[src/rtl/dm_ctrl_pkg.sv]
// Shared definitions for the data-memory sequencer: DMType codes, FSM state
// encoding, the type-to-beat-count decode and the load-data extension.
package dm_ctrl_pkg;

  localparam logic [2:0] DM_WORD          = 3'b000;
  localparam logic [2:0] DM_HALF_SIGNED   = 3'b001;
  localparam logic [2:0] DM_HALF_UNSIGNED = 3'b010;
  localparam logic [2:0] DM_BYTE_SIGNED   = 3'b011;
  localparam logic [2:0] DM_BYTE_UNSIGNED = 3'b100;

  typedef enum logic [1:0] {
    ST_IDLE  = 2'd0,
    ST_BEAT  = 2'd1,
    ST_DRAIN = 2'd2,
    ST_RESP  = 2'd3
  } state_t;

  // Number of byte beats for a DMType; 0 marks an illegal type.
  function automatic logic [2:0] dm_beats(input logic [2:0] t);
    case (t)
      DM_WORD:                          return 3'd4;
      DM_HALF_SIGNED, DM_HALF_UNSIGNED: return 3'd2;
      DM_BYTE_SIGNED, DM_BYTE_UNSIGNED: return 3'd1;
      default:                          return 3'd0;
    endcase
  endfunction

  // Sign/zero extension of the assembled little-endian load value.
  function automatic logic [31:0] dm_extend(input logic [2:0] t, input logic [31:0] v);
    case (t)
      DM_HALF_SIGNED:   return {{16{v[15]}}, v[15:0]};
      DM_HALF_UNSIGNED: return {16'h0000, v[15:0]};
      DM_BYTE_SIGNED:   return {{24{v[7]}}, v[7:0]};
      DM_BYTE_UNSIGNED: return {24'h000000, v[7:0]};
      default:          return v;
    endcase
  endfunction

endpackage

[src/rtl/dm_rr_arb.sv]
// Two-way round-robin arbiter: a lone requester wins outright, a tie goes to
// the requester that was not granted last. Grant is one-hot, zero when disabled.
module dm_rr_arb (
  input  logic [1:0] req_valid,
  input  logic       enable,
  input  logic       last_grant,
  output logic [1:0] grant
);

  // Combinational grant selection.
  always_comb begin
    grant = 2'b00;
    if (enable) begin
      if (&req_valid) grant = last_grant ? 2'b01 : 2'b10;
      else            grant = req_valid;
    end
  end

endmodule

[src/rtl/dm_seq_ctrl.sv]
// Data-memory sequencer/arbiter: shares one single-port byte RAM between two
// requesters, splits word/half accesses into little-endian byte beats and
// assembles extended load data.
// Optional feature: define DM_MISALIGN_TRAP_EN to reject misaligned halfword
// and word accesses with resp_err instead of running them byte by byte.
module dm_seq_ctrl
  import dm_ctrl_pkg::*;
#(
  parameter int AW = 6
) (
  input  logic            clk,
  input  logic            rstn,
  input  logic [1:0]      req_valid,
  output logic [1:0]      req_ready,
  input  logic [1:0]      req_we,
  input  logic [5:0]      req_type,
  input  logic [2*AW-1:0] req_addr,
  input  logic [63:0]     req_wdata,
  output logic [1:0]      resp_valid,
  output logic [31:0]     resp_rdata,
  output logic            resp_err,
  output logic            mem_en,
  output logic            mem_we,
  output logic [AW-1:0]   mem_addr,
  output logic [7:0]      mem_wdata,
  input  logic [7:0]      mem_rdata
);

  state_t          state_q, state_d;
  logic [1:0]      grant;
  logic            acc, sel, last_grant_q;
  logic [2:0]      sel_type, acc_beats;
  logic [AW-1:0]   sel_addr;
  logic            acc_misal, acc_err, last_beat;

  logic            grant_q, we_q, err_q, rd_pend_q;
  logic [2:0]      type_q, nbeat_q;
  logic [AW-1:0]   addr_q;
  logic [31:0]     wdata_q, asm_q, rdata_hold_q;
  logic [1:0]      beat_q, rd_idx_q;

  dm_rr_arb u_arb (
    .req_valid  (req_valid),
    .enable     (state_q == ST_IDLE),
    .last_grant (last_grant_q),
    .grant      (grant)
  );

  assign req_ready = grant;
  assign acc       = |grant;
  assign sel       = grant[1];
  assign sel_type  = sel ? req_type[5:3] : req_type[2:0];
  assign sel_addr  = sel ? req_addr[2*AW-1:AW] : req_addr[AW-1:0];
  assign acc_beats = dm_beats(sel_type);

`ifdef DM_MISALIGN_TRAP_EN
  assign acc_misal = ((acc_beats == 3'd2) && sel_addr[0]) ||
                     ((acc_beats == 3'd4) && (sel_addr[1:0] != 2'b00));
`else
  assign acc_misal = 1'b0;
`endif

  assign acc_err   = (acc_beats == 3'd0) || acc_misal;
  assign last_beat = ({1'b0, beat_q} == (nbeat_q - 3'd1));

  // State register.
  always_ff @(posedge clk or negedge rstn) begin
    // NOTE: registers use non-blocking assignments so every flop samples
    // pre-edge values and the order of statements cannot change behaviour.
    if (!rstn) state_q <= ST_IDLE;
    else       state_q <= state_d;
  end

  // Next-state decode and all memory/response outputs.
  always_comb begin
    // NOTE: every signal gets a default before the case so no path through
    // the block leaves a value unassigned (which would infer a latch).
    state_d    = state_q;
    mem_en     = 1'b0;
    mem_we     = 1'b0;
    mem_addr   = '0;
    mem_wdata  = 8'h00;
    resp_valid = 2'b00;
    resp_err   = 1'b0;
    resp_rdata = rdata_hold_q;
    case (state_q)
      ST_IDLE: begin
        if (acc) state_d = acc_err ? ST_RESP : ST_BEAT;
      end
      ST_BEAT: begin
        mem_en    = 1'b1;
        mem_we    = we_q;
        mem_addr  = addr_q + AW'(beat_q);
        mem_wdata = wdata_q[{beat_q, 3'b000} +: 8];
        if (last_beat) state_d = we_q ? ST_RESP : ST_DRAIN;
      end
      ST_DRAIN: state_d = ST_RESP;
      ST_RESP: begin
        resp_valid = grant_q ? 2'b10 : 2'b01;
        resp_err   = err_q;
        resp_rdata = (err_q || we_q) ? 32'h0 : dm_extend(type_q, asm_q);
        state_d    = ST_IDLE;
      end
      default: state_d = ST_IDLE;
    endcase
  end

  // Request latch, beat counter, load-byte capture and response hold.
  always_ff @(posedge clk or negedge rstn) begin
    if (!rstn) begin
      last_grant_q <= 1'b1;
      grant_q      <= 1'b0;
      we_q         <= 1'b0;
      type_q       <= 3'b000;
      addr_q       <= '0;
      wdata_q      <= 32'h0;
      nbeat_q      <= 3'd0;
      err_q        <= 1'b0;
      beat_q       <= 2'd0;
      rd_pend_q    <= 1'b0;
      rd_idx_q     <= 2'd0;
      asm_q        <= 32'h0;
      rdata_hold_q <= 32'h0;
    end else begin
      if (acc) begin
        last_grant_q <= sel;
        grant_q      <= sel;
        we_q         <= sel ? req_we[1] : req_we[0];
        type_q       <= sel_type;
        addr_q       <= sel_addr;
        wdata_q      <= sel ? req_wdata[63:32] : req_wdata[31:0];
        nbeat_q      <= acc_beats;
        err_q        <= acc_err;
        beat_q       <= 2'd0;
        asm_q        <= 32'h0;
      end
      if (state_q == ST_BEAT) beat_q <= beat_q + 2'd1;
      // RAM read data arrives the cycle after the beat that requested it.
      rd_pend_q <= (state_q == ST_BEAT) && !we_q;
      rd_idx_q  <= beat_q;
      if (rd_pend_q) asm_q[{rd_idx_q, 3'b000} +: 8] <= mem_rdata;
      if (state_q == ST_RESP) rdata_hold_q <= resp_rdata;
    end
  end

endmodule
[config.mk]
export PLATFORM = sky130hd
export DESIGN_NAME = dm_seq_ctrl
export DESIGN_NICKNAME = d
export VERILOG_FILES = /design/src/rtl/dm_ctrl_pkg.sv /design/src/rtl/dm_rr_arb.sv /design/src/rtl/dm_seq_ctrl.sv
export SDC_FILE = /design/constraint.sdc
export NUM_CORES = 1
export LEC_CHECK = 0
export BUFFER_PORTS_ARGS = -buffer_cell sky130_fd_sc_hd__buf_2
export CORE_MARGIN = 10
export CORE_UTILIZATION = 40
export CTS_CLUSTER_DIAMETER = 40
export DETAILED_ROUTE_END_ITERATION = 10
export PLACE_DENSITY = 0.65
export SETUP_SLACK_MARGIN = 0.4
export SKIP_CTS_REPAIR_TIMING = 1
export SYNTH_ARGS = -nofsm -noshare
export SYNTH_HDL_FRONTEND = slang
export SYNTH_SLANG_ARGS = --single-unit
[constraint.sdc]
create_clock -name clk -period 1.84 [get_ports clk]
set_input_delay 0.276 -clock clk [delete_from_list [all_inputs] [get_ports clk]]
set_output_delay 0.276 -clock clk [all_outputs]
set_load 0.01 [all_outputs]
==> impl_metrics.tcl <==
set metrics [dict create \
    status "finished with violations" \
    violations "setup timing" \
    synth_fa_ha_area_share_pct 2.86 \
    fin_ws_ps -423 \
    grt_overflow 0 \
    path_buf_inv 2 \
    crit_chain "ha_2 > inv_2 > fa_2 > or3_1 > a21boi_2 > buf_2" \
    synth_warnings 0 \
    setup_violations 50 \
    synth_nets 732 \
    synth_top_area_share_pct 49.7 \
    critPathTopFamily "adder cells" \
    synth_xor_area_share_pct 1.33 \
    placementRows 44 \
    ir_drop_mv 0.892 \
    max_stage_delay_ps 370 \
    max_slew_margin_pct 64.7 \
    final_area_um2 9640 \
    grt.total_usage_pct 17.7 \
    fin_crit_sh_pct 123 \
    critPathLaunchType "flip-flop" \
    synth-compound-area-share_pct 21.3 \
    hold_class "in -> reg" \
    grt_pass1_wl_um 28700 \
    min_period_ps 2260 \
    ys_async_sr_fraction_pct 100 \
    multi_input_area_um2 3630 \
    synth.distinct_cells 50 \
    cts_sinks 119 \
    clkTransAtPathRegs_ps 50 \
    power.leakage_nw 4.24 \
    syn_area_per_cell_um2 9.54 \
    yosys.area_share.simple_pct 14.0 \
    vias 5818 \
    end_kind "output pin" \
    crit_slowest_cell "dfrtp_1" \
    die_area_um2 20100 \
    ys_ff_latch 119 \
    areaGrowthSynthToFinish_pct 62.3 \
    cts_buffers 17 \
    gp_congestion 0.796 \
    dp_slack_ps -71.1 \
    drtIter0Drc 362 \
    wl_per_cell_um 20.7 \
    grt_setup_unrepaired "yes" \
    root_buffer "clkbuf_16" \
    io_pins 149 \
    drc 0 \
    syn-instance-count 623 \
    cts_max_level 4 \
    grt_max_degree 56 \
    clk_latency_ps 420 \
    synthTopCellsByArea "dfrtp_1 50%, nand2_1 6.5%, o22ai_1 5.1%" \
    fill_cells 1104 \
    worst-slew-pin-transition_ps 525 \
    crit_fanout 2 \
    fmax_ghz 0.442 \
    coreArea_um2 14500 \
    die-width_um 142 \
    synthFlopType "dfrtp_1" \
    die_h_um 142 \
    antenna_found_initial 1 \
    start_util_pct 40.9 \
    syn_area_um2 5940 \
    drive_gt1_share_pct 48.4 \
    viasPerCell 5.69 \
    arrival_ps 1990 \
    synth_edf_count 0 \
    yosysTopAreaCell "dfrtp_1" \
    maxCapViolations 0 \
    criticalPathCategory "reg -> out" \
    fin_total_pwr_w 0.0172 \
    finalMaxSlewViolations 0 \
    ys_seq_area_share_pct 50.1 \
    grt_pass1_vias 5591 \
    fin_nets 938 \
    synth_top_family_by_area "compound AO/OA/AOI/OAI gates" \
    finalSetupTns_ps -14570 \
    dr.pass1.iters 5 \
    synth.area.mux_share_pct 3.81 \
    regArea_um2 2980 \
    critPathRequiredTime_ps 1560 \
    powerDensity_nw_per_um2 1780 \
    routed_wl_um 21100 \
    fin_skew_ps 7.92 \
    yosysMostFrequentCell "dfrtp_1" \
    clockBufferDepth 2 \
    portBuffers 148 \
    hold_violations 0 \
    cts_tree "built" \
    ant_nets 0 \
    synth_common_cells "118 x dfrtp_1, 103 x nand2_1, 49 x nor2_1" \
    placed_area_um2 7500 \
    dp_hpwl_um 12900 \
]
where the power goes:
part	internal, W	switching (W)
clock	0.00192	0.00112
combinational	0.00498	0.00488
sequential	0.00349	0.000777
total	0.0104	0.00678
cell families (layout without fill, tap and decap cells):
logic type | Yosys count | in the layout
adder cells (fa/ha/maj) | 13 | 13
other | 0 | 1
multiplexers | 12 | 12
AO/OA/AOI/OAI | 194 | 194
flip-flops | 119 | 119
buffers and inverters | 85 | 300
AND/OR/NAND/NOR | 191 | 191
XOR/XNOR | 9 | 9
metal layers:
metal  share of wire, %  global-route usage [%]  up-vias
met1                 41                    22.5     2910
met5                  0                       0        -
met2                 49                    27.4      243
li1                   -                       -     2629
met4                1.6                    5.43        0
met3                7.9                    6.44       36
flip-flops by register name, indices dropped and copies added (netlist names):
| signal | flops |
|---|---|
| asm_q | 32 |
| rd_pend_q | 1 |
| rdata_hold_q | 32 |
| grant_q | 1 |
| wdata_q | 32 |
| addr_q | 6 |
| we_q | 1 |
| beat_q | 2 |
| last_grant_q | 1 |
| type_q | 3 |
| err_q | 1 |
| rd_idx_q | 2 |
| nbeat_q | 3 |
| state_q | 2 |
placed cells by master (no fill, tap or decap), drive strengths merged, types with 2 or more instances in the layout:
cell / count
a21oi: 17
a22o: 32
a31oi: 44
and2: 16
buf: 213
clkbuf: 37
clkinv: 3
dfrtp: 118
ha: 12
inv: 44
mux2: 2
mux2i: 2
mux4: 8
nand2: 103
nand2b: 3
nand3: 2
nand3b: 2
nand4: 3
nor2: 49
nor2b: 5
nor3: 2
o211ai: 2
o21ai: 42
o21bai: 2
o22ai: 48
xnor2: 6
xor2: 3
cell type report:
class                           instances  share of cell area (%)
Sequential cell                       119                    30.9
Clock buffer                           24                    5.00
Inverter                               45                    1.93
Multi-Input combinational cell        419                    37.6
Tap cell                              184                    2.39
Timing Repair Buffer                  227                    21.6
Clock inverter                          4                   0.493
Antenna cell                            1                  0.0260
worst paths after layout:
check / startpoint / end / slack, ps / cells after the start
max reg2reg: state_q[1] / type_q[2] / 50 / 8
min reg2reg: nbeat_q[1] / nbeat_q[1] / 480 / 2
max: beat_q[0] / mem_addr[4] / -420 / 6
min: req_wdata[20] / wdata_q[20] / 100 / 3
min in group asynchronous: rstn / rdata_hold_q[5] / 370 / 2
max in group asynchronous: rstn / last_grant_q / 830 / 3
worst reg2reg max path, delay by kind of cell, from the launching register on:
kind	cells	cell delay [ps]
buffers and inverters	4	410
adders and majority gates	1	160
and+or+nand+nor	1	100
DFF	1	420
muxes	2	590
stage by stage:
step	utilization [%]	instances	hold WS, ps
floorplan	-	623	-19.6
global placement	51.6	939	269
detailed placement	51.6	939	280
CTS	55.3	967	-159
global route	66.3	1023	97.6
finish	66.3	1023	101
Power figures use the tool's default switching activity.
